==> src/rtl/apuf_eval_ctrl.sv <==
// Arbiter-PUF evaluation controller: sequences relax/fire windows, majority-votes NVOTE arbiter samples.
// Optional macro APUF_STABILITY_EN adds the unanimous-vote "stable" flag; otherwise stable is tied low.
module apuf_eval_ctrl #(
    parameter int CHAL_W     = 64,
    parameter int SETTLE_CYC = 8,
    parameter int NVOTE      = 15
) (
    input  logic              clk,
    input  logic              rst,
    input  logic              start,
    input  logic [CHAL_W-1:0] chal_in,
    output logic              busy,
    output logic [CHAL_W-1:0] chal_out,
    output logic              launch,
    input  logic              arb_q,
    output logic              resp,
    output logic [7:0]        ones,
    output logic              resp_valid,
    input  logic              resp_ready,
    output logic              stable
);

    typedef enum logic [2:0] {
        IDLE  = 3'd0,
        LOAD  = 3'd1,
        RELAX = 3'd2,
        FIRE  = 3'd3,
        DONE  = 3'd4
    } state_t;

    localparam logic [8:0] RELAX_LAST = 9'(SETTLE_CYC - 1);
    localparam logic [8:0] FIRE_LAST  = 9'(SETTLE_CYC + 1);
    localparam logic [7:0] NVOTE_L    = 8'(NVOTE);
    localparam logic [7:0] MAJ_L      = 8'((NVOTE - 1) / 2);

    state_t            state_reg, state_next;
    logic [8:0]        phase_cnt_reg;
    logic [7:0]        vote_cnt_reg;
    logic [7:0]        ones_reg;
    logic [CHAL_W-1:0] chal_reg;
    logic              launch_reg, launch_next;
    logic              resp_reg;
    logic              arb_meta_reg, arb_sync_reg;

    logic              accept;
    logic              fire_end;
    logic              last_vote;
    logic [7:0]        ones_inc;
    logic [7:0]        vote_inc;

    assign accept    = (state_reg == IDLE) && start;
    assign fire_end  = (state_reg == FIRE) && (phase_cnt_reg == FIRE_LAST);
    assign vote_inc  = vote_cnt_reg + 8'd1;
    assign last_vote = (vote_inc == NVOTE_L);
    // Saturating add so a pathological vote count can never wrap to a small value.
    assign ones_inc  = (arb_sync_reg && (ones_reg != 8'hFF)) ? ones_reg + 8'd1 : ones_reg;

    // arb_q is the arbiter latch output and is asynchronous to clk.
    always_ff @(posedge clk) begin
        if (rst) begin
            arb_meta_reg <= 1'b0;
            arb_sync_reg <= 1'b0;
        end else begin
            arb_meta_reg <= arb_q;
            arb_sync_reg <= arb_meta_reg;
        end
    end

    always_ff @(posedge clk) begin
        if (rst) begin
            state_reg <= IDLE;
        end else begin
            state_reg <= state_next;
        end
    end

    always_comb begin
        state_next = state_reg;
        case (state_reg)
            IDLE:    if (start) state_next = LOAD;
            LOAD:    state_next = RELAX;
            RELAX:   if (phase_cnt_reg == RELAX_LAST) state_next = FIRE;
            FIRE:    if (phase_cnt_reg == FIRE_LAST) state_next = last_vote ? DONE : RELAX;
            DONE:    if (resp_ready) state_next = IDLE;
            default: state_next = IDLE;
        endcase
    end

    always_comb begin
        busy        = (state_reg != IDLE);
        resp_valid  = (state_reg == DONE);
        launch_next = (state_next == FIRE);
    end

    // launch comes straight from a flop so the delay chain never sees decode glitches.
    always_ff @(posedge clk) begin
        if (rst) begin
            launch_reg <= 1'b0;
        end else begin
            launch_reg <= launch_next;
        end
    end

    always_ff @(posedge clk) begin
        if (rst) begin
            phase_cnt_reg <= '0;
        end else if (state_next != state_reg) begin
            phase_cnt_reg <= '0;
        end else if ((state_reg == RELAX) || (state_reg == FIRE)) begin
            phase_cnt_reg <= phase_cnt_reg + 9'd1;
        end
    end

    always_ff @(posedge clk) begin
        if (rst) begin
            chal_reg     <= '0;
            ones_reg     <= '0;
            vote_cnt_reg <= '0;
            resp_reg     <= 1'b0;
        end else if (accept) begin
            chal_reg     <= chal_in;
            ones_reg     <= '0;
            vote_cnt_reg <= '0;
        end else if (fire_end) begin
            ones_reg     <= ones_inc;
            vote_cnt_reg <= vote_inc;
            if (last_vote) begin
                resp_reg <= (ones_inc > MAJ_L);
            end
        end
    end

`ifdef APUF_STABILITY_EN
    logic stable_reg;

    always_ff @(posedge clk) begin
        if (rst) begin
            stable_reg <= 1'b0;
        end else if (fire_end && last_vote) begin
            stable_reg <= (ones_inc == 8'd0) || (ones_inc == NVOTE_L);
        end
    end

    assign stable = stable_reg;
`else
    assign stable = 1'b0;
`endif

    assign chal_out = chal_reg;
    assign launch   = launch_reg;
    assign resp     = resp_reg;
    assign ones     = ones_reg;

endmodule

==> config.mk <==
export PLATFORM = sky130hd
export DESIGN_NAME = apuf_eval_ctrl
export DESIGN_NICKNAME = d
export VERILOG_FILES = /design/src/rtl/apuf_eval_ctrl.sv
export SDC_FILE = /design/constraint.sdc
export NUM_CORES = 1
export LEC_CHECK = 0
export ABC_AREA = 1
export CAP_MARGIN = 20
export CORE_UTILIZATION = 45
export DETAILED_ROUTE_END_ITERATION = 12
export MAX_ROUTING_LAYER = met4
export PLACE_DENSITY = 0.81
export SLEW_MARGIN = 5
export SYNTH_ARGS = -nofsm -noshare
export SYNTH_HDL_FRONTEND = slang
export SYNTH_SLANG_ARGS = --single-unit
==> constraint.sdc <==
create_clock -name clk -period 4.65 [get_ports clk]
set_input_delay 0.465 -clock clk [delete_from_list [all_inputs] [get_ports clk]]
set_output_delay 0.465 -clock clk [all_outputs]
set_load 0.03 [all_outputs]
==> results of run 1 <==
[worst min-delay path by stage]
| stage | slack [ns] | endpoint | start | cells after the start |
|---|---|---|---|---|
| finish | 0.41 | arb_sync_reg$_SDFF_PP0_ | arb_meta_reg$_SDFF_PP0_ | 2 |
| CTS | 0.41 | arb_sync_reg$_SDFF_PP0_ | arb_meta_reg$_SDFF_PP0_ | 2 |
| global route | 0.42 | arb_sync_reg$_SDFF_PP0_ | arb_meta_reg$_SDFF_PP0_ | 2 |
| global placement | 0.40 | arb_sync_reg$_SDFF_PP0_ | arb_meta_reg$_SDFF_PP0_ | 2 |
| floorplan | 0.39 | arb_sync_reg$_SDFF_PP0_ | arb_meta_reg$_SDFF_PP0_ | 2 |
| detailed placement | 0.39 | arb_sync_reg$_SDFF_PP0_ | arb_meta_reg$_SDFF_PP0_ | 2 |
[layer usage]
metal / track usage / vias up / wire length, µm
met5: - / - / 0
met4: 0.0792 / 0 / 216
met3: 0.0741 / 17 / 874
met2: 0.351 / 126 / 4560
met1: 0.242 / 1740 / 4050
li1: - / 2017 / -
[layout make-up]
type / instances / area, µm² / area share
Inverter: 111 / 417 / 0.0723
Clock buffer: 10 / 128 / 0.0222
Clock inverter: 6 / 70.1 / 0.0122
Multi-Input combinational cell: 319 / 1630 / 0.283
Sequential cell: 96 / 1920 / 0.334
Timing Repair Buffer: 146 / 1460 / 0.253
Tap cell: 108 / 135 / 0.0235
[cells by family (layout without fill, tap and decap cells)]
kind of cell,count (synthesis),count (layout),share of synthesized area
compound gates,165,165,0.203
other cells,1,1,0.000918
xor+xnor,9,9,0.0193
buf+inv,136,273,0.131
flops,96,96,0.471
fa+ha+maj,5,5,0.0153
simple gates,139,139,0.159
[cell usage after synthesis]
cell type  count  area share
nor3_2         1      0.0025
buf_2         12       0.015
nor3_1         2      0.0025
nand2_1       55       0.051
nand3_1       18       0.022
nand3_2        2      0.0049
conb_1         1     0.00092
inv_2          3      0.0028
a21oi_1       77       0.094
dfxtp_1       96        0.47
buf_4          3      0.0055
nand4_1       13       0.020
ha_1           5       0.015
nand4_4        1      0.0052
xor2_1         7       0.015
a31oi_1        4      0.0061
and2_2         1      0.0018
nor2_2         3      0.0046
nor2_4         1      0.0028
inv_1        108       0.099
o21ai_1        1      0.0012
nand4_2        1      0.0031
o21ai_0       83        0.10
clkbuf_1      10      0.0092
xnor2_1        2      0.0043
nand2_2        1      0.0015
nor2_1        39       0.036
nand3b_1       1      0.0018
[power groups by stage]
stage / Clock (W) / Sequential, W / Combinational [W]
2_1_floorplan: 0 / 0.00103 / 0.000115
3_3_place_gp: 0 / 0.000928 / 0.000402
3_5_place_dp: 0 / 0.000930 / 0.000408
4_1_cts: 0.000561 / 0.000912 / 0.000410
5_1_grt: 0.000600 / 0.000920 / 0.000439
6_report: 0.000548 / 0.000912 / 0.000406
[worst max-delay path, stage by stage (launching register included)]
cell	delay, ns
dfxtp_1	0.36
nor2_1	0.26
inv_1	0.11
nor2_1	0.14
clkdlybuf4s50_1	0.69
[through the flow]
step	cell area [µm²]	std cells	setup WS [ns]	total power (W)
final	5760	796	2.28	0.00187
after global routing	5760	796	2.15	0.00196
after CTS	5760	796	2.24	0.00188
after detailed placement	5560	780	2.11	0.00134
after global placement	5560	780	2.21	0.00133
after floorplan	4080	551	2.91	0.00115
==> results.tsv, run 1 <==
metric	value	unit
outcome	complete, no violations	
largest net degree at the start of global routing	79	
PwrDens	324	nW/µm²
Clock transition at path regs	0.09	ns
largest vdd supply drop	0.208	mV
Max Root-Sink Buffers	2	
Pint	0.00131	W
CTS tree	built	
routed wire length	9700	µm
vias in the first global route	3643	
pins over their slew limit	0	
die height	97.3	µm
root buffer cell	clkbuf_8	
period utilisation layout	0.509	
Worst R2R End	chal_out[28]$_SDFFE_PP0P_	
post-route minimum period	2.37	ns
worst setup path category	reg -> out	
Worst Path Max Fanout	4	
DRT iter0 DRCs	103	
area of the core	8760	µm²
routed wire length per instance	12.2	µm
DP HPWL	7120	µm
commonest non-fill, non-tap cell in the layout	clkdlybuf4s50_1	
Worst EP arrival	1.90	ns
Setup violations, final	0	
Cell Rows	34	
H-tree levels	3	
Pleak	2.30	nW
total CTS buffers	9	
fill count	750	
Worst-Skew Late Latency	0.36	ns
critical path launch point type	flip-flop	
worst hold slack	0.411	ns
I/O pins	146	
via-per-instance ratio	4.90	
post-layout util	0.657	
HP Class	reg -> reg	
yosys synthesis warning count	0	
Max Clk Rate	422	MHz
register-to-register setup slack	2.45	ns
most frequent cells in the layout	clkdlybuf4s50_1 (144), inv_1 (108), dfxtp_1 (96)	
Area growth syn-to-layout	41.1	%
maxcap violations	0	
Worst EP required	4.18	ns
Congestion Overflow GR	0	
register area share after synthesis	0.471	
ANT nets after route	0	
Mapped Area	4080	µm²
Total Routing Usage GR	0.214	
Synth Instances	551	
Max-slew headroom	0.483	
die area	9460	µm²
Clk pwr share	0.294	
initial antenna violation count	0	
#FFs+latches synth	96	
Final Hold Viols	0	
Max Clock Skew	0.00843	ns
max reg flops	64	
residual DRC count	0	
# port buffers	144	
Critical Path Source	state_reg[1]$_SDFF_PP0_	
first-pass GRT wire length	16200	µm
Syn Nets	625	
post-CTS setup buffer count	0	
Total Nets Final	757	
Pre-antenna DRT Iters	4	
reg2reg start	state_reg[1]$_SDFF_PP0_	
DR vias	3900	
crit path to	resp_valid	
reg2reg path depth	5	
syn avg cell area	7.41	µm²
initial core utilization	0.466	
Flop pwr share	0.489	
Die X	97.3	µm
Slew @ Worst Pin	0.774	ns
Setup TNS Final	0	ns
n_diodes	0	
combinational power share	0.218	
post-CTS sizing	0	
Sw Ratio	0.299	
synth unique cells	28	
hold buffers post-CTS	0	
proportion of layout cells with a drive suffix above 1	0.0451	
RSZ-0062 raised after global routing	false	
Critical Path End Type	output pin	
clk sinks	96	
P_sw	0.000558	W
routability cong.	0.832	
(Power assumes the default switching activity.)
==> inputs of run 2 (changes only) <==
==> constraint.sdc (replaced) <==
create_clock -name clk -period 2.3 [get_ports clk]
set_input_delay 0.23 -clock clk [delete_from_list [all_inputs] [get_ports clk]]
set_output_delay 0.23 -clock clk [all_outputs]
set_load 0.03 [all_outputs]
==> run 2 against run 1 <==
Net effect: die area unchanged; largest cell class unchanged; count of clock-buffer cells in the layout down 1; wire length up 2.4%; critical path type unchanged; global-route usage down 0.12 points; clock power up 88%; power up 99%.
==> results.tsv, run 2 (synthesized netlist as in run 1, its figures left out) <==
metric	value	unit
outcome	complete, no violations	
Max Root-Sink Buffers	2	
Worst EP required	2.07	ns
CTS tree	built	
Total Nets Final	759	
vias in the first global route	3635	
Max Clock Skew	0.0124	ns
post-CTS sizing	0	
Clock transition at path regs	0.10	ns
# port buffers	144	
post-route minimum period	2.16	ns
Setup violations, final	0	
DR vias	3916	
DRT iter0 DRCs	103	
routed wire length per instance	12.4	µm
HP Class	in -> reg	
maxcap violations	0	
Setup TNS Final	0	ns
residual DRC count	0	
largest net degree at the start of global routing	82	
H-tree levels	3	
Worst Path Max Fanout	4	
dpl cells	782	
max reg flops	64	
initial core utilization	0.466	
root buffer cell	clkbuf_8	
total CTS buffers	9	
Cell Rows	34	
ANT nets after route	0	
PwrDens	641	nW/µm²
Die X	97.3	µm
Final Non-Filler Cells	798	
period utilisation layout	0.938	
n_diodes	0	
most frequent cells in the layout	clkdlybuf4s50_1 (144), inv_1 (108), dfxtp_1 (96)	
Area growth syn-to-layout	41.7	%
Critical Path End Type	output pin	
proportion of layout cells with a drive suffix above 1	0.0493	
initial antenna violation count	0	
post-CTS setup buffer count	0	
Worst EP arrival	1.93	ns
largest vdd supply drop	0.424	mV
RSZ-0062 raised after global routing	false	
critical path launch point type	flip-flop	
via-per-instance ratio	4.91	
routed wire length	9930	µm
area of the core	8760	µm²
Final Hold Viols	0	
Worst-Skew Late Latency	0.36	ns
die area	9460	µm²
hold buffers post-CTS	0	
DP HPWL	7280	µm
pins over their slew limit	0	
Total Routing Usage GR	0.213	
first-pass GRT wire length	16200	µm
worst setup path category	reg -> out	
Pre-antenna DRT Iters	4	
Pleak	2.32	nW
I/O pins	146	
die height	97.3	µm
Max Clk Rate	464	MHz
Congestion Overflow GR	0	
commonest non-fill, non-tap cell in the layout	clkdlybuf4s50_1	
clk sinks	96	
routability cong.	0.911	
run 2: changes by cell type in the layout (fill, tap and decap cells not counted), sizes merged:
cell / change
inv: +4
buf: +2
clkinvlp: -2
bufinv: -1
clkbuf: -1
run 2: critical path, cell delays in order, from the launching register on:
cell and delay (ns):
dfxtp_1 0.36, nor2_1 0.27, inv_1 0.12, nor2_1 0.15, clkdlybuf4s50_1 0.69
run 2: final cells by class:
cell class,count,area [µm²]
clock buffers,9,124
clock inverters,7,58.8
fillers,726,2980
inverters,111,417
multi-input cells,319,1630
flip-flops and latches,96,1920
well taps,108,135
repair buffers,148,1500
run 2: stage by stage:
stage               utilization  setup WS, ns  power (W)  hold slack [ns]  instance area (µm²)
floorplan                     -         0.557    0.00232            0.299                 4080
CTS                       0.660         0.137    0.00375            0.382                 5790
finish                    0.660         0.143    0.00371            0.393                 5790
detailed placement        0.639         0.465    0.00272            0.399                 5600
global placement          0.639         0.571    0.00270            0.402                 5600
global route              0.660        0.0161    0.00390            0.389                 5790
run 2: routing by layer:
metal	routed length, µm	track usage
met1	4340	0.241
met5	0	-
met3	793	0.0755
met2	4660	0.355
met4	125	0.0633
run 2: worst paths after layout:
path,cells after the start,slack (ns),endpoint,startpoint
max,4,0.14,resp_valid,state_reg[1]$_SDFF_PP0_
min,3,0.39,arb_meta_reg$_SDFF_PP0_,arb_q
max reg2reg,10,0.42,resp$_SDFFE_PP0P_,phase_cnt_reg[0]$_SDFFE_PP0P_
min reg2reg,2,0.41,arb_sync_reg$_SDFF_PP0_,arb_meta_reg$_SDFF_PP0_
run 2: power by group:
part           total [W]  switching, W  internal (W)
clock            0.00103      0.000622      0.000413
sequential       0.00184     0.0000637       0.00178
combinational   0.000834      0.000467      0.000367
total            0.00371       0.00115       0.00256
